[config.mk]
export PLATFORM = sky130hd
export DESIGN_NAME = aes_inv_shiftrow_mixcol
export DESIGN_NICKNAME = d
export VERILOG_FILES = /design/src/rtl/aes_pkg.sv /design/src/rtl/aes_inv_mixcolumn_col.sv /design/src/rtl/aes_inv_shiftrow_mixcol.sv
export SDC_FILE = /design/constraint.sdc
export NUM_CORES = 1
export LEC_CHECK = 0
export BUFFER_PORTS_ARGS = -buffer_cell sky130_fd_sc_hd__buf_2
export CAP_MARGIN = 40
export CORE_MARGIN = 1
export CORE_UTILIZATION = 58
export DETAILED_ROUTE_END_ITERATION = 7
export GPL_ROUTABILITY_DRIVEN = 0
export PLACE_DENSITY = 0.87
export SLEW_MARGIN = 5
export SYNTH_ARGS = -nofsm -noshare
export SYNTH_HDL_FRONTEND = slang
export SYNTH_SLANG_ARGS = --single-unit
[constraint.sdc]
create_clock -name clk -period 9.1 [get_ports clk]
set_input_delay 0.455 -clock clk [delete_from_list [all_inputs] [get_ports clk]]
set_output_delay 0.455 -clock clk [all_outputs]
set_load 0.05 [all_outputs]
[src/rtl/aes_pkg.sv]
// Shared AES widths, GF(2^8) helpers, FSM encoding and the InvShiftRows byte map
// used by the decryption-side InvShiftRows/InvMixColumns stage.
package aes_pkg;

    localparam int STATE_W  = 128;
    localparam int COL_BITS = 32;
    localparam int BYTE_W   = 8;
    localparam int NBYTES   = STATE_W / BYTE_W;

    typedef enum logic [1:0] {
        ST_IDLE = 2'd0,
        ST_CALC = 2'd1,
        ST_DONE = 2'd2
    } fsm_state_e;

    // Multiply by x modulo the AES polynomial 0x11B.
    function automatic logic [BYTE_W-1:0] xtime(input logic [BYTE_W-1:0] b);
        return {b[BYTE_W-2:0], 1'b0} ^ (b[BYTE_W-1] ? 8'h1b : 8'h00);
    endfunction

    function automatic logic [BYTE_W-1:0] gf_mul9(input logic [BYTE_W-1:0] a);
        logic [BYTE_W-1:0] x8;
        x8 = xtime(xtime(xtime(a)));
        return x8 ^ a;
    endfunction

    function automatic logic [BYTE_W-1:0] gf_mul11(input logic [BYTE_W-1:0] a);
        logic [BYTE_W-1:0] x2;
        logic [BYTE_W-1:0] x8;
        x2 = xtime(a);
        x8 = xtime(xtime(x2));
        return x8 ^ x2 ^ a;
    endfunction

    function automatic logic [BYTE_W-1:0] gf_mul13(input logic [BYTE_W-1:0] a);
        logic [BYTE_W-1:0] x4;
        logic [BYTE_W-1:0] x8;
        x4 = xtime(xtime(a));
        x8 = xtime(x4);
        return x8 ^ x4 ^ a;
    endfunction

    function automatic logic [BYTE_W-1:0] gf_mul14(input logic [BYTE_W-1:0] a);
        logic [BYTE_W-1:0] x2;
        logic [BYTE_W-1:0] x4;
        logic [BYTE_W-1:0] x8;
        x2 = xtime(a);
        x4 = xtime(x2);
        x8 = xtime(x4);
        return x8 ^ x4 ^ x2;
    endfunction

    // Byte i = 4*col + row; the output byte at (row, col) comes from (row, col-row mod 4).
    function automatic int inv_shift_src(input int idx);
        int row;
        int col;
        row = idx % 4;
        col = idx / 4;
        return 4 * ((col - row + 4) % 4) + row;
    endfunction

    function automatic logic [STATE_W-1:0] inv_shift_rows(input logic [STATE_W-1:0] s);
        logic [STATE_W-1:0] r;
        r = '0;
        for (int i = 0; i < NBYTES; i++) begin
            r[STATE_W-1-BYTE_W*i -: BYTE_W] = s[STATE_W-1-BYTE_W*inv_shift_src(i) -: BYTE_W];
        end
        return r;
    endfunction

endpackage

[src/rtl/aes_inv_mixcolumn_col.sv]
// Combinational InvMixColumns for a single 32-bit column; row 0 is the top byte.
module aes_inv_mixcolumn_col
    import aes_pkg::*;
(
    input  logic [COL_BITS-1:0] col_in,
    output logic [COL_BITS-1:0] col_out
);
    logic [BYTE_W-1:0] a0;
    logic [BYTE_W-1:0] a1;
    logic [BYTE_W-1:0] a2;
    logic [BYTE_W-1:0] a3;

    assign a0 = col_in[31:24];
    assign a1 = col_in[23:16];
    assign a2 = col_in[15:8];
    assign a3 = col_in[7:0];

    assign col_out = {
        gf_mul14(a0) ^ gf_mul11(a1) ^ gf_mul13(a2) ^ gf_mul9(a3),
        gf_mul9(a0)  ^ gf_mul14(a1) ^ gf_mul11(a2) ^ gf_mul13(a3),
        gf_mul13(a0) ^ gf_mul9(a1)  ^ gf_mul14(a2) ^ gf_mul11(a3),
        gf_mul11(a0) ^ gf_mul13(a1) ^ gf_mul9(a2)  ^ gf_mul14(a3)
    };

endmodule

[src/rtl/aes_inv_shiftrow_mixcol.sv]
// InvShiftRows on accept, then InvMixColumns one column per cycle (skipped on the
// final round), with valid/ready handshakes and a single state in flight.
module aes_inv_shiftrow_mixcol
    import aes_pkg::*;
#(
    parameter int NCOL = 4
) (
    input  logic               clk,
    input  logic               rst,
    input  logic               in_valid,
    output logic               in_ready,
    input  logic [STATE_W-1:0] in_state,
    input  logic               in_last,
    output logic               out_valid,
    input  logic               out_ready,
    output logic [STATE_W-1:0] out_state
);
    localparam int COL_W = (NCOL > 1) ? $clog2(NCOL) : 1;
    localparam logic [COL_W-1:0] LAST_COL = COL_W'(NCOL - 1);

    fsm_state_e          state_q, state_d;
    logic [COL_W-1:0]    col_q, col_d;
    logic [STATE_W-1:0]  work_q, work_d;
    logic                last_q, last_d;
    logic                in_ready_q, in_ready_d;
    logic                out_valid_q, out_valid_d;
    logic [COL_BITS-1:0] col_cur;
    logic [COL_BITS-1:0] col_mixed;

    always_comb begin
        col_cur = '0;
        for (int c = 0; c < NCOL; c++) begin
            if (col_q == COL_W'(c)) begin
                col_cur = work_q[STATE_W-1-COL_BITS*c -: COL_BITS];
            end
        end
    end

    aes_inv_mixcolumn_col u_mix (
        .col_in  (col_cur),
        .col_out (col_mixed)
    );

    always_comb begin
        state_d     = state_q;
        col_d       = col_q;
        work_d      = work_q;
        last_d      = last_q;
        in_ready_d  = in_ready_q;
        out_valid_d = out_valid_q;
        case (state_q)
            ST_IDLE: begin
                in_ready_d = 1'b1;
                if (in_valid && in_ready_q) begin
                    work_d     = inv_shift_rows(in_state);
                    last_d     = in_last;
                    col_d      = '0;
                    in_ready_d = 1'b0;
                    state_d    = ST_CALC;
                end
            end
            ST_CALC: begin
                // The final round still spends the four column cycles so latency is fixed.
                for (int c = 0; c < NCOL; c++) begin
                    if (col_q == COL_W'(c)) begin
                        work_d[STATE_W-1-COL_BITS*c -: COL_BITS] = last_q ? col_cur : col_mixed;
                    end
                end
                col_d = col_q + COL_W'(1);
                if (col_q == LAST_COL) begin
                    col_d       = '0;
                    out_valid_d = 1'b1;
                    state_d     = ST_DONE;
                end
            end
            ST_DONE: begin
                if (out_ready) begin
                    out_valid_d = 1'b0;
                    in_ready_d  = 1'b1;
                    state_d     = ST_IDLE;
                end
            end
            default: begin
                in_ready_d  = 1'b0;
                out_valid_d = 1'b0;
                state_d     = ST_IDLE;
            end
        endcase
    end

    always_ff @(posedge clk) begin
        if (rst) begin
            state_q     <= ST_IDLE;
            col_q       <= '0;
            work_q      <= '0;
            last_q      <= 1'b0;
            in_ready_q  <= 1'b0;
            out_valid_q <= 1'b0;
        end else begin
            state_q     <= state_d;
            col_q       <= col_d;
            work_q      <= work_d;
            last_q      <= last_d;
            in_ready_q  <= in_ready_d;
            out_valid_q <= out_valid_d;
        end
    end

    assign in_ready  = in_ready_q;
    assign out_valid = out_valid_q;
    assign out_state = work_q;

endmodule

==> insert_results.sql <==
INSERT INTO impl_metrics (metric_group, metric, value, unit) VALUES
('status', 'run_status', 'complete, no violations', ''),
('global_routing', 'global_route.usage.total', '44.6', '%'),
('power_and_ir_drop', 'irDropWorstVdd', '0.218', 'mV'),
('clock_network', 'clk_transition_reported_paths', '60', 'ps'),
('yosys', 'synth.top_cells.by_area', 'sky130_fd_sc_hd__dfxtp_1 29%, sky130_fd_sc_hd__xnor2_1 11%, sky130_fd_sc_hd__a211oi_1 7.8%', ''),
('yosys', 'ys_ff_latch', '135', ''),
('die', 'initial_utilization', '59.4', '%'),
('yosys', 'synth_fp_nets', '1216', ''),
('global_routing', 'number_of_antenna_violations_at_the_first_check_in_global_routing', '0', ''),
('critical_path', 'path_cells', 'ha_2 > buf_4 > or2_1 > buf_4 > a21oi_1 > a21oi_4 > xnor2_4 > xnor2_1 > xnor3_2 > xnor2_1 > a211oi_2 > a211oi_1 > nor3_1', ''),
('yosys', 'synth.avg_cell_area', '8.74', 'µm²'),
('sta', 'timing.final.crit_period', '5120', 'ps'),
('sta', 'setup_viol', '0', ''),
('sta', 'fmax', '0.195', 'GHz'),
('die', 'die_area', '16800', 'µm²'),
('critical_path', 'crit_path_start_kind', 'flip-flop', ''),
('power_and_ir_drop', 'power.share.combinational', '59.9', '%'),
('sta', 'timing.clock.skew', '15.8', 'ps'),
('power_and_ir_drop', 'cell_internal_pwr', '2.00', 'mW'),
('routing', 'drt_first_pass_iters', '5', ''),
('die', 'ioPinCount', '263', ''),
('cells_and_area', 'final_layout_size_suffix_gt1_share', '30.5', '%'),
('routing', 'detail_route.drc_violations', '0', ''),
('cells_and_area', 'most_common_library_cell_in_the_layout_ignoring_fill_and_taps', 'sky130_fd_sc_hd__buf_2', ''),
('critical_path', 'critPathMaxFanout', '29', ''),
('routing', 'avgRoutedWirePerCell', '24.2', 'µm'),
('critical_path', 'ff2ff_setup_slack', '3980', 'ps'),
('clock_network', 'post_cts_resized', '0', ''),
('routing', 'vias', '10200', ''),
('yosys', 'asyncSetResetFlopFracSynth', '0', '%'),
('yosys', 'ys_types', '70', ''),
('critical_path', 'r2r-end', 'out_state[45]', ''),
('clock_network', 'tritoncts', 'done', ''),
('sta', 'tightestPinTransition', '977', 'ps'),
('clock_network', 'root_buffer', 'sky130_fd_sc_hd__clkbuf_16', ''),
('clock_network', 'clock_path_buffers', '2', ''),
('sta', 'fin_crit_sh', '56.3', '%'),
('yosys', 'synth_largest_area_cell', 'sky130_fd_sc_hd__dfxtp_1', ''),
('yosys', 'synth_warnings', '0', ''),
('clock_network', 'clock_insertion_delay_worst_skew', '450', 'ps'),
('clock_network', 'ctsHtreeMaxLevel', '4', ''),
('cells_and_area', 'finalInstanceArea', '11400', 'µm²'),
('critical_path', 'cp.arrival', '5460', 'ps'),
('cells_and_area', 'synthToLayoutAreaGrowth', '21.4', '%'),
('yosys', 'seq_area_frac_synth', '28.7', '%'),
('power_and_ir_drop', 'leakage_power_figure', '4.63', 'nW'),
('critical_path', 'worst_r2r_path_depth', '13', ''),
('sta', 'post-route-worst-setup-slack', '3980', 'ps'),
('yosys', 'synth_edf_count', '0', ''),
('die', 'floorplan.die.height', '130', 'µm'),
('routing', 'dr.first_iter.drc_count', '1883', ''),
('yosys', 'mappedNetlistArea', '9430', 'µm²'),
('critical_path', 'critical_path.reg2reg.startpoint', 'col_q[1]', ''),
('yosys', 'most_used_flip_flop_cell_after_synthesis', 'sky130_fd_sc_hd__dfxtp_1', ''),
('routing', 'drt-vias-per-instance', '6.68', ''),
('yosys', 'postSynthCellCount', '1079', ''),
('hold_path', 'worstHoldEndpoint', 'out_state[5]', ''),
('placement', 'pre_cts_ws', '4340', 'ps'),
('critical_path', 'critPathBufInv', '2', ''),
('sta', 'rsz0062_at_grt', 'no', ''),
('critical_path', 'criticalPathCategory', 'flip-flop to flip-flop', ''),
('clock_network', 'clkSinkCount', '135', ''),
('job', 'cap_viol_max_count', '0', ''),
('die', 'floorplan.rows', '46', ''),
('cells_and_area', 'nNetsFinal', '1432', ''),
('die', 'standard_cell_core_area', '15900', 'µm²'),
('cells_and_area', 'layout.cells.most_common_list', '261 x sky130_fd_sc_hd__buf_2, 140 x sky130_fd_sc_hd__nor2_1, 135 x sky130_fd_sc_hd__dfxtp_1, 130 x sky130_fd_sc_hd__a21oi_1, 122 x sky130_fd_sc_hd__xnor2_1', ''),
('clock_network', 'ctsHoldBuffers', '0', ''),
('critical_path', 'critPathMaxStageDelay', '670', 'ps'),
('routing', 'finalWirelength', '36.9', 'mm'),
('global_routing', 'grt_pass1_vias', '9756', '');
## cells by family after synthesis
family,share of synthesized area [%]
compound gates,27.8
xor+xnor,21.9
fa+ha+maj,0.531
buf+inv,5.47
flops,28.7
mux,2.27
simple gates,13.4
## worst max path at each step
stage / from / to / slack [ps] / cells past startpoint
final: col_q[1] / out_state[45] / 3980 / 13
after detailed placement: col_q[1] / out_state[13] / 4340 / 13
after CTS: col_q[1] / out_state[45] / 4180 / 13
after floorplan: col_q[0] / out_state[76] / 5810 / 14
after global placement: col_q[1] / out_state[13] / 4550 / 13
after global routing: col_q[1] / out_state[45] / 3840 / 13
## flip-flops by register name (all words and copies together) (netlist names)
signal	cells
out_valid	1
col_q	2
last_q	1
state_q	2
out_state	128
in_ready	1
## metrics by stage
stage | cells | util, % | power, mW
after floorplan | 1079 | - | 2.35
after global placement | 1488 | 67.6 | 2.75
after detailed placement | 1492 | 68.1 | 2.80
after CTS | 1523 | 72.0 | 3.57
after global routing | 1523 | 72.0 | 3.76
final | 1523 | 72.0 | 3.65
## layer usage
| layer | wire length (µm) | share of wire (%) | GRT usage [%] |
|---|---|---|---|
| met3 | 5200 | 14 | 14.1 |
| met2 | 16000 | 43 | 66.2 |
| met1 | 13300 | 36 | 56.4 |
| met5 | 0 | 0 | 0 |
| met4 | 2410 | 6.5 | 27.5 |
## power groups by stage
| stage | clock network (mW) | logic [mW] | registers [mW] |
|---|---|---|---|
| 2_1_floorplan | 0 | 1.43 | 0.915 |
| 3_3_place_gp | 0 | 2.02 | 0.724 |
| 3_5_place_dp | 0 | 2.08 | 0.723 |
| 4_1_cts | 0.742 | 2.11 | 0.712 |
| 5_1_grt | 0.764 | 2.28 | 0.720 |
| 6_report | 0.751 | 2.19 | 0.716 |
## cells in the mapped netlist, types with 14 or more instances
| cell type | count |
|---|---|
| sky130_fd_sc_hd__xnor2_1 | 122 |
| sky130_fd_sc_hd__clkbuf_1 | 59 |
| sky130_fd_sc_hd__dfxtp_1 | 135 |
| sky130_fd_sc_hd__a21oi_2 | 16 |
| sky130_fd_sc_hd__mux2i_1 | 20 |
| sky130_fd_sc_hd__a211oi_2 | 16 |
| sky130_fd_sc_hd__xor2_1 | 27 |
| sky130_fd_sc_hd__nor2_1 | 141 |
| sky130_fd_sc_hd__a21oi_1 | 134 |
| sky130_fd_sc_hd__nand3b_1 | 24 |
| sky130_fd_sc_hd__nand2b_1 | 18 |
| sky130_fd_sc_hd__nor3_1 | 17 |
| sky130_fd_sc_hd__a211oi_1 | 98 |
| sky130_fd_sc_hd__nand2_1 | 49 |
| sky130_fd_sc_hd__xnor3_1 | 17 |
| sky130_fd_sc_hd__o21ai_0 | 14 |
## final cells by class
class                           instances  area (µm²)
Fill cell                            1176        4440
Clock inverter                         12         178
Sequential cell                       135        2700
Inverter                               15        56.3
Clock buffer                           19         443
Timing Repair Buffer                  283        1520
Multi-Input combinational cell        843        6270
Tap cell                              216         270
## worst register-to-register path, delay by kind of cell (launching register included)
family / cells / cell delay [ps]
buffers and inverters: 2 / 870
and+or+nand+nor: 2 / 540
DFF: 1 / 390
adders and majority gates: 1 / 670
xor gates and xnor gates: 4 / 1460
AOI/OAI and AO/OA: 4 / 1090
(Power assumes the default switching activity.)
